$ cat config.mk
export PLATFORM = sky130hd
export DESIGN_NAME = chany_track_bist_flat
export DESIGN_NICKNAME = d
export VERILOG_FILES = /design/src/rtl/chany_bist_pkg.sv /design/src/rtl/chany_track_bist_if.sv /design/src/rtl/chany_bist_patgen.sv /design/src/rtl/chany_track_bist.sv /design/src/flat_wrapper.sv
export SDC_FILE = /design/constraint.sdc
export NUM_CORES = 1
export LEC_CHECK = 0
export CAP_MARGIN = 20
export CORE_ASPECT_RATIO = 1.25
export CORE_MARGIN = 2
export CORE_UTILIZATION = 45
export CTS_BUF_LIST = sky130_fd_sc_hd__clkbuf_4
export DETAILED_ROUTE_END_ITERATION = 7
export PLACE_DENSITY = 0.77
export SLEW_MARGIN = 10
export SYNTH_ARGS = -nofsm -noshare
export SYNTH_HDL_FRONTEND = slang
export SYNTH_SLANG_ARGS = --single-unit
$ cat constraint.sdc
create_clock -name clk -period 4.75 [get_ports clk]
set_input_delay 1.425 -clock clk [delete_from_list [all_inputs] [get_ports clk]]
set_output_delay 1.425 -clock clk [all_outputs]
set_load 0.02 [all_outputs]
$ cat src/rtl/chany_bist_pkg.sv
// Shared types and constants for the Y-channel track BIST: FSM states,
// pattern-group offsets and derived-size helpers.
package chany_bist_pkg;

  typedef enum logic [1:0] {
    IDLE  = 2'd0,
    DRIVE = 2'd1,
    CHECK = 2'd2,
    DONE  = 2'd3
  } state_t;

  localparam int PAT_ZERO  = 0;
  localparam int PAT_ONE   = 1;
  localparam int PAT_CBA   = 2;
  localparam int PAT_CBB   = 3;
  localparam int PAT_WALK1 = 4;

  // Walking-one and walking-zero groups each contribute one pattern per track.
  function automatic int num_pat(input int chan_width);
    return 2 * chan_width + PAT_WALK1;
  endfunction

  function automatic int err_w(input int chan_width);
    return $clog2(num_pat(chan_width) + 1);
  endfunction

endpackage

$ cat src/rtl/chany_track_bist_if.sv
// Control/status and track bus between the BIST and its environment.
// The BIST side uses the master modport; the channel/controller side uses slave.
interface chany_track_bist_if
  import chany_bist_pkg::*;
#(
  parameter int CHAN_WIDTH = 30
) ();

  localparam int ERR_W = err_w(CHAN_WIDTH);

  logic                  start;
  logic                  busy;
  logic                  done;
  logic                  pass;
  logic [ERR_W-1:0]      err_cnt;
  logic [7:0]            first_fail_idx;
  logic [CHAN_WIDTH-1:0] first_fail_mask;
  logic [CHAN_WIDTH-1:0] tx_track;
  logic [CHAN_WIDTH-1:0] rx_track;
  logic [CHAN_WIDTH-1:0] rx_mid;

  modport master (
    input  start, rx_track, rx_mid,
    output busy, done, pass, err_cnt, first_fail_idx, first_fail_mask, tx_track
  );

  modport slave (
    output start, rx_track, rx_mid,
    input  busy, done, pass, err_cnt, first_fail_idx, first_fail_mask, tx_track
  );

endinterface

$ cat src/rtl/chany_bist_patgen.sv
// Combinational test-pattern generator: zeros, ones, two checkerboards,
// then walking-one and walking-zero across every track.
module chany_bist_patgen
  import chany_bist_pkg::*;
#(
  parameter int CHAN_WIDTH = 30,
  parameter int PI_W       = 6
) (
  input  logic [PI_W-1:0]       pat_idx,
  output logic [CHAN_WIDTH-1:0] pattern
);

  localparam int NUM_PAT = num_pat(CHAN_WIDTH);

  int idx;

  // NOTE: every output of a combinational block gets a default before any
  // branch, so no path can leave it unassigned and infer a latch.
  always_comb begin
    idx     = int'(pat_idx);
    pattern = '0;
    if (idx == PAT_ZERO) begin
      pattern = '0;
    end else if (idx == PAT_ONE) begin
      pattern = '1;
    end else if (idx == PAT_CBA || idx == PAT_CBB) begin
      // Checkerboard A has even tracks high; B is its complement.
      for (int i = 0; i < CHAN_WIDTH; i++)
        pattern[i] = ((i % 2) == 0) ^ (idx == PAT_CBB);
    end else if (idx < PAT_WALK1 + CHAN_WIDTH) begin
      for (int i = 0; i < CHAN_WIDTH; i++)
        pattern[i] = (idx == PAT_WALK1 + i);
    end else if (idx < NUM_PAT) begin
      for (int i = 0; i < CHAN_WIDTH; i++)
        pattern[i] = (idx != PAT_WALK1 + CHAN_WIDTH + i);
    end
  end

endmodule

$ cat src/rtl/chany_track_bist.sv
// Y-channel track BIST: drives each pattern for SETTLE_CYC+1 cycles, compares
// the returned tracks, and records error count and first failure.
// Define CHANY_BIST_MID_CHECK_EN to also check rx_mid against the pattern.
module chany_track_bist
  import chany_bist_pkg::*;
#(
  parameter int CHAN_WIDTH = 30,
  parameter int SETTLE_CYC = 2
) (
  input logic                 clk,
  input logic                 Reset,
  chany_track_bist_if.master  bus
);

  localparam int NUM_PAT = num_pat(CHAN_WIDTH);
  localparam int ERR_W   = err_w(CHAN_WIDTH);
  localparam int PI_W    = $clog2(NUM_PAT);
  localparam int SC_W    = (SETTLE_CYC > 1) ? $clog2(SETTLE_CYC) : 1;

  state_t                state, state_n;
  logic [PI_W-1:0]       pat_idx, pat_idx_n;
  logic [SC_W-1:0]       settle, settle_n;
  logic [ERR_W-1:0]      err, err_n;
  logic [7:0]            ff_idx, ff_idx_n;
  logic [CHAN_WIDTH-1:0] ff_mask, ff_mask_n;
  logic                  ff_seen, ff_seen_n;
  logic [CHAN_WIDTH-1:0] pattern, mism;
  logic                  active;

  chany_bist_patgen #(.CHAN_WIDTH(CHAN_WIDTH), .PI_W(PI_W)) u_patgen (
    .pat_idx (pat_idx),
    .pattern (pattern)
  );

`ifdef CHANY_BIST_MID_CHECK_EN
  assign mism = (bus.rx_track ^ pattern) | (bus.rx_mid ^ pattern);
`else
  assign mism = bus.rx_track ^ pattern;
`endif

  // NOTE: state registers use non-blocking assignments so every flop samples
  // pre-edge values regardless of block ordering.
  always_ff @(posedge clk or posedge Reset) begin
    if (Reset) begin
      state   <= IDLE;
      pat_idx <= '0;
      settle  <= '0;
      err     <= '0;
      ff_idx  <= '0;
      ff_mask <= '0;
      ff_seen <= 1'b0;
    end else begin
      state   <= state_n;
      pat_idx <= pat_idx_n;
      settle  <= settle_n;
      err     <= err_n;
      ff_idx  <= ff_idx_n;
      ff_mask <= ff_mask_n;
      ff_seen <= ff_seen_n;
    end
  end

  always_comb begin
    state_n   = state;
    pat_idx_n = pat_idx;
    settle_n  = settle;
    err_n     = err;
    ff_idx_n  = ff_idx;
    ff_mask_n = ff_mask;
    ff_seen_n = ff_seen;
    case (state)
      IDLE, DONE: begin
        if (bus.start) begin
          state_n   = DRIVE;
          pat_idx_n = '0;
          settle_n  = SC_W'(SETTLE_CYC - 1);
          err_n     = '0;
          ff_idx_n  = '0;
          ff_mask_n = '0;
          ff_seen_n = 1'b0;
        end
      end
      DRIVE: begin
        if (settle == '0) state_n  = CHECK;
        else              settle_n = settle - SC_W'(1);
      end
      CHECK: begin
        if (mism != '0) begin
          if (err != '1) err_n = err + ERR_W'(1);
          if (!ff_seen) begin
            ff_seen_n = 1'b1;
            ff_idx_n  = 8'(pat_idx);
            ff_mask_n = mism;
          end
        end
        if (pat_idx == PI_W'(NUM_PAT - 1)) begin
          state_n = DONE;
        end else begin
          pat_idx_n = pat_idx + PI_W'(1);
          settle_n  = SC_W'(SETTLE_CYC - 1);
          state_n   = DRIVE;
        end
      end
      default: state_n = IDLE;
    endcase
  end

  assign active              = (state == DRIVE) || (state == CHECK);
  assign bus.busy            = active;
  assign bus.done            = (state == DONE);
  assign bus.pass            = (state == DONE) && (err == '0);
  assign bus.err_cnt         = err;
  assign bus.first_fail_idx  = ff_idx;
  assign bus.first_fail_mask = ff_mask;
  assign bus.tx_track        = active ? pattern : '0;

endmodule

$ cat src/flat_wrapper.sv
// flat-port wrapper written by rule: the top's interface ports become plain ports
module chany_track_bist_flat import chany_bist_pkg::*;
#(
  parameter int CHAN_WIDTH = 30,
  parameter int SETTLE_CYC = 2
)
  (clk, Reset, bus_start, bus_rx_track, bus_rx_mid, bus_busy, bus_done, bus_pass, bus_err_cnt, bus_first_fail_idx, bus_first_fail_mask, bus_tx_track);
  chany_track_bist_if #(.CHAN_WIDTH(CHAN_WIDTH)) bus_i ();
  input logic clk;
  input logic Reset;
  input wire logic [$bits(bus_i.start)-1:0] bus_start;
  input wire logic [$bits(bus_i.rx_track)-1:0] bus_rx_track;
  input wire logic [$bits(bus_i.rx_mid)-1:0] bus_rx_mid;
  output wire logic [$bits(bus_i.busy)-1:0] bus_busy;
  output wire logic [$bits(bus_i.done)-1:0] bus_done;
  output wire logic [$bits(bus_i.pass)-1:0] bus_pass;
  output wire logic [$bits(bus_i.err_cnt)-1:0] bus_err_cnt;
  output wire logic [$bits(bus_i.first_fail_idx)-1:0] bus_first_fail_idx;
  output wire logic [$bits(bus_i.first_fail_mask)-1:0] bus_first_fail_mask;
  output wire logic [$bits(bus_i.tx_track)-1:0] bus_tx_track;
  assign bus_i.start = bus_start;
  assign bus_i.rx_track = bus_rx_track;
  assign bus_i.rx_mid = bus_rx_mid;
  assign bus_busy = bus_i.busy;
  assign bus_done = bus_i.done;
  assign bus_pass = bus_i.pass;
  assign bus_err_cnt = bus_i.err_cnt;
  assign bus_first_fail_idx = bus_i.first_fail_idx;
  assign bus_first_fail_mask = bus_i.first_fail_mask;
  assign bus_tx_track = bus_i.tx_track;
  chany_track_bist #(.CHAN_WIDTH(CHAN_WIDTH), .SETTLE_CYC(SETTLE_CYC)) u_core (.clk(clk), .Reset(Reset), .bus(bus_i));
endmodule
==> results of run 1 <==
==> cells in the mapped netlist (14+ instances only) <==
cell type   n  area (sq um)
a21oi_1    29         145.1
a31oi_1    15         93.84
buf_2      14         70.07
clkbuf_1   17         63.81
dfrtp_1    53          1326
inv_1      27         101.4
mux2_1     16         180.2
mux2i_1    15         150.1
nand2_1    41         153.9
nand3_1    18         90.09
nor2_1     55         206.5
nor3_1     15         75.07
o21ai_0    40         200.2
or3_1      14         87.58
xnor2_1    15         131.4
==> per-stage QoR <==
step                      hold slack, ns  power (mW)  cell area (sq um)  std cells
final                             0.5087       2.460               6122        822
after global routing              0.5291       2.602               6122        822
after CTS                         0.5143       2.445               6117        821
after detailed placement          0.4813       2.219               6046        813
after global placement            0.4729       2.184               6046        813
after floorplan                   0.4628       1.684               4836        589
==> logic make-up (layout without fill, tap and decap cells) <==
family	count (synthesis)	count (layout)	share of synthesized area, %
buffers and inverters	70	170	7.483
flip-flops	53	53	27.45
multiplexers	38	38	8.467
other	1	3	0.07761
adder cells (fa/ha/maj)	10	10	2.589
AND/OR/NAND/NOR	232	232	26.72
AO/OA/AOI/OAI	161	161	23.05
XOR/XNOR	23	23	4.169
==> routing by layer <==
| metal | wire (um) | vias up | global-route usage [%] |
|---|---|---|---|
| met5 | 0 | - | 0 |
| met3 | 1060 | 45 | 3.494 |
| met1 | 6261 | 2400 | 33.10 |
| met4 | 572 | 0 | 11.09 |
| met2 | 8231 | 234 | 48.35 |
| li1 | - | 2348 | - |
==> flip-flops by register name, summed over array words and instances (netlist names) <==
register	cells
u_core.bus.first_fail_mask	30
u_core.bus.err_cnt	7
u_core.bus.first_fail_idx	6
u_core.pat_idx	6
u_core.state	2
u_core.ff_seen	1
u_core.settle	1
==> worst max-delay path by stage <==
stage                                                             to  cells past startpoint
after global routing                                 bus_tx_track[0]                      7
final                                                bus_tx_track[0]                      7
after detailed placement  u_core.bus.first_fail_mask[22]$_DFFE_PP0P_                      9
after floorplan           u_core.bus.first_fail_mask[27]$_DFFE_PP0P_                     14
after global placement    u_core.bus.first_fail_mask[21]$_DFFE_PP0P_                      9
after CTS                                            bus_tx_track[7]                      6
==> final cells by class <==
cell class | instances | area (sq um)
Fill cell | 1012 | 4388
Multi-Input combinational cell | 466 | 3151
Sequential cell | 53 | 1326
Timing Repair Buffer | 134 | 1301
Tap cell | 132 | 165.2
Inverter | 28 | 105.1
Clock buffer | 5 | 37.54
Clock inverter | 3 | 33.78
Antenna cell | 1 | 2.502
==> power by group through the flow <==
stage	sequential (mW)	combinational [mW]	clock [mW]
6_report	0.632	1.60	0.228
5_1_grt	0.647	1.70	0.250
3_5_place_dp	0.642	1.58	0
2_1_floorplan	0.735	0.949	0
4_1_cts	0.632	1.58	0.230
3_3_place_gp	0.635	1.55	0
==> critical path, stage by stage (launching register included) <==
cell	delay, ns
dfrtp_1	0.64
buf_4	0.28
nor3b_1	0.39
nand2_1	0.15
nand2_1	0.43
buf_12	0.21
a21oi_1	0.07
clkdlybuf4s50_1	0.59
==> out/metrics.yaml, run 1 <==
outcome: "finished clean"
netlist_instances: 588
clock_path_buffers: 2
cts_resized: 0
synth-seq-cells: 53
combPwrFrac_pct: 65.0
p_int_mw: 1.269
syn_to_final_growth_pct: 26.70
skew_ns: 0.02586
worstPathArrival_ns: 3.16
crit_path_end_kind: "primary output"
synthArstFlopShare_pct: 100.0
ys_warn_count: 0
power.switching_mw: 1.190
grt.overflow.total: 0
setup_viol: 0
p_leak_nw: 2.435
fp.dieH_um: 119.9
clockRootBuffer: "clkbuf_4"
start_util_pct: 45.98
timing.final.crit_share_pct: 96.49
swShare_pct: 48.39
worstPathRequired_ns: 3.32
worstSetupStartpointType: "flop"
hold_depth: 1
critPathKind: "flop to primary output"
cts_tree: "built"
avgSynthCellArea_sq_um: 8.218
first_global_vias: 4810
first_pass_iters: 5
drive_above_1_share_pct: 9.724
fin_util_pct: 58.25
reg2reg_depth: 12
coreArea_sq_um: 10510
grt_max_degree: 37
ioPinCount: 141
post-place-ws_ns: 0.3229
holdCritStartpoint: "u_core.bus.first_fail_mask[27]$_DFFE_PP0P_"
clk_latency_ns: 0.41
post_cts_buffers: 0
rrSetupSlack_ns: 0.66
fin_ws_ns: 0.1668
dpl.hpwl_um: 12640
rsz0062_at_grt: "false"
drc: 0
startpoint: "u_core.pat_idx[5]$_DFFE_PP0P_"
crit_fanout: 18
min_to: "u_core.bus.first_fail_mask[27]$_DFFE_PP0P_"
r2r_end: "u_core.bus.first_fail_mask[25]$_DFFE_PP0P_"
drv_cap: 0
syn_area_sq_um: 4832
antenna_found_initial: 1
hold_class: "flop to flop"
synth_edf_count: 0
wl_per_cell_um: 19.62
worst_pin_slew_ns: 0.7423
synthDistinctLibCells: 81
cts.sinks: 53
die_area_sq_um: 11590
gp_congestion: 0.9446
holdBufCountCts: 0
fin_nets: 761
layout_common_cells: "108 x clkdlybuf4s50_1, 55 x nor2_1, 53 x dfrtp_1, 41 x nand2_1, 40 x o21ai_0"
timing.rr.start: "u_core.pat_idx[1]$_DFFE_PP0P_"
min_period_ns: 4.583
grt_pass1_wl_um: 25430
setup_tns_ns: 0
fmax_mhz: 218.2
ant_nets: 0
synth-main-ff-cell: "dfrtp_1"
ys_seq_area_share_pct: 27.45
fp-row-count: 42
final_common_cell: "clkdlybuf4s50_1"
vias: 5027
drt_iter0_markers: 401
power_frac_seq_pct: 25.7
cts_buffers: 5
p_clk_share_pct: 9.3
cts.htree.levels: 2
die_w_um: 96.69
slew_viol_final: 0
pwr_density_cell_nw_per_um2: 401.7
vias_per_cell: 6.116
drt-total-wl_um: 16120
io_buffers: 108
finalHoldViolations: 0
grt_use_total_pct: 27.15
path_clk_slew_ns: 0.18
irDropWorstVdd_mv: 0.1870
max-slew-margin-rel_pct: 50.21
No activity file was read; power rests on OpenSTA's default activity.
==> run 2, diff against run 1 <==
- ABC_CLOCK_PERIOD_IN_PS: unset -> 4750
- CTS_CLUSTER_SIZE: unset -> 25
==> results of run 2 <==
The final DEF is identical to that of run 1; final timing and power are the same.
==> run 3, diff against run 2 <==
- SETUP_SLACK_MARGIN: unset -> 0.2
==> out/metrics.yaml, run 3 (synthesized netlist as in run 1, its figures left out) <==
largest_reg_flops: 30  # unchanged
dpl.hpwl_um: 12640  # unchanged
setup_viol: 0  # unchanged
hold_class: "flop to flop"
ant_nets: 0  # unchanged
gp_congestion: 0.9446  # unchanged
worstPathArrival_ns: 3.00  # -0.16 ns
timing.final.crit_share_pct: 93.19  # -3.3 points
worstPathRequired_ns: 3.32  # about the same
vias: 5080  # +1.1%
drive_above_1_share_pct: 10.30  # +0.58 points
die_area_sq_um: 11590  # unchanged
worstSetupStartpointType: "flop"
crit_fanout: 17  # -1
clockRootBuffer: "clkbuf_4"
drc: 0  # unchanged
grt_max_degree: 37  # unchanged
rsz0062_at_grt: "false"
top_layer: "met4"
p_leak_nw: 2.458  # +0.92%
coreArea_sq_um: 10510  # unchanged
cts_tree: "built"
wl_met3_um: 1064  # +0.38%
fmax_mhz: 225.9  # +3.5%
slew_viol_final: 0  # unchanged
final_common_cell: "clkdlybuf4s50_1"
pwr_density_cell_nw_per_um2: 402.0  # about the same
power.switching_mw: 1.195  # +0.38%
crit_path_end_kind: "primary output"
fin_ws_ns: 0.3234  # +0.1567 ns
critPathKind: "flop to primary output"
wl_per_cell_um: 19.65  # +0.16%
fin_util_pct: 58.49  # +0.24 points
setup_tns_ns: 0  # unchanged
start_util_pct: 45.98  # unchanged
die_w_um: 96.69  # unchanged
fin_area_sq_um: 6147  # +0.41%
cts.sinks: 53  # unchanged
io_buffers: 108  # unchanged
finalPower_mw: 2.471  # +0.48%
p_int_mw: 1.277  # +0.57%
skew_ns: 0.02420  # -0.001663 ns
combPwrFrac_pct: 65.2  # +0.2 points
power_frac_seq_pct: 25.6  # about the same
irDropWorstVdd_mv: 0.1871  # about the same
min_period_ns: 4.427  # -0.1567 ns
ioPinCount: 141  # unchanged
drt-total-wl_um: 16150  # +0.16%
drv_cap: 0  # unchanged
cts_buffers: 5  # unchanged
placed_area_sq_um: 6046  # unchanged
post_cts_buffers: 0  # unchanged
fin_nets: 761  # unchanged
fp.dieH_um: 119.9  # unchanged
clock_path_buffers: 2  # unchanged
finalHoldViolations: 0  # unchanged
outcome: "finished clean"
vias_per_cell: 6.180  # +1.1%
first_pass_iters: 6  # +1
fp-row-count: 42  # unchanged
layout_common_cells: "107 x clkdlybuf4s50_1, 55 x nor2_1, 52 x dfrtp_1, 40 x nand2_1, 40 x o21ai_0"
grt_use_total_pct: 27.18  # about the same
clk_latency_ns: 0.40  # about the same
first_global_vias: 4814  # +0.083%
drt_iter0_markers: 370  # -7.7%
cts.htree.levels: 2  # unchanged
grt.overflow.total: 0  # unchanged
p_clk_share_pct: 9.1  # -0.2 points
path_clk_slew_ns: 0.18  # about the same
grt_pass1_wl_um: 25430  # about the same
met2_length_um: 8213  # -0.22%
syn_to_final_growth_pct: 27.21
wl_met1_um: 6257  # about the same
post-place-ws_ns: 0.3229  # unchanged
max-slew-margin-rel_pct: 53.34  # +3.1 points
antenna_found_initial: 1  # unchanged
swShare_pct: 48.34  # about the same
worst_pin_slew_ns: 0.6989  # -0.04337 ns
run 3: power by group through the flow:
stage               Combinational, mW  Clock, mW  Sequential (mW)
floorplan                       0.949          0            0.735
global placement                 1.55          0            0.635
detailed placement               1.58          0            0.642
CTS                              1.58      0.230            0.633
global route                     1.71      0.251            0.649
finish                           1.61      0.226            0.633
run 3: routing by layer:
metal  track usage (%)  up-vias
li1                  -     2360
met4             11.09        0
met3             3.494       57
met1             33.17     2420
met5                 0        -
met2             48.35      243
run 3: final timing paths:
check | depth (start not counted) | slack, ns | to | startpoint
min in group asynchronous | 2 | 1.44 | u_core.bus.first_fail_mask[10]$_DFFE_PP0P_ | Reset
worst min-delay path | 1 | 0.51 | u_core.bus.first_fail_mask[27]$_DFFE_PP0P_ | u_core.bus.first_fail_mask[27]$_DFFE_PP0P_
worst min register to register | 1 | 0.51 | u_core.bus.first_fail_mask[27]$_DFFE_PP0P_ | u_core.bus.first_fail_mask[27]$_DFFE_PP0P_
worst max register to register | 9 | 0.66 | u_core.bus.first_fail_mask[25]$_DFFE_PP0P_ | u_core.pat_idx[5]$_DFFE_PP0P_
max in group asynchronous | 3 | 2.62 | u_core.pat_idx[3]$_DFFE_PP0P_ | Reset
worst max-delay path | 7 | 0.32 | bus_tx_track[0] | u_core.pat_idx[1]$_DFFE_PP0P_
run 3: area by class of cell:
type	count	area [sq um]
clock inverter	3	33.78
sequential	53	1328
inverter	28	105.1
tap	132	165.2
timing repair buffer	134	1304
clock buffer	5	37.54
multi-input combinational	466	3172
antenna	1	2.502
fill	1013	4363
run 3: through the flow:
step                std cells  hold slack [ns]
CTS                       821           0.5143
global placement          813           0.4729
detailed placement        813           0.4813
floorplan                 589           0.4628
global route              822           0.5291
finish                    822           0.5086
run 3: critical path: stages, from the launching register on:
cell	delay (ns)
dfrtp_1	0.43
buf_4	0.21
ha_1	0.26
nand2b_1	0.26
a21o_4	0.33
o311a_1	0.19
a21oi_1	0.24
clkdlybuf4s50_1	0.67
run 3: timing repair:
action                                  in CTS  in global routing
endpoints found under the setup margin       2                 21
resized for setup                            1                  6
hold buffers                                 0                  0
pin swaps                                    0                  0
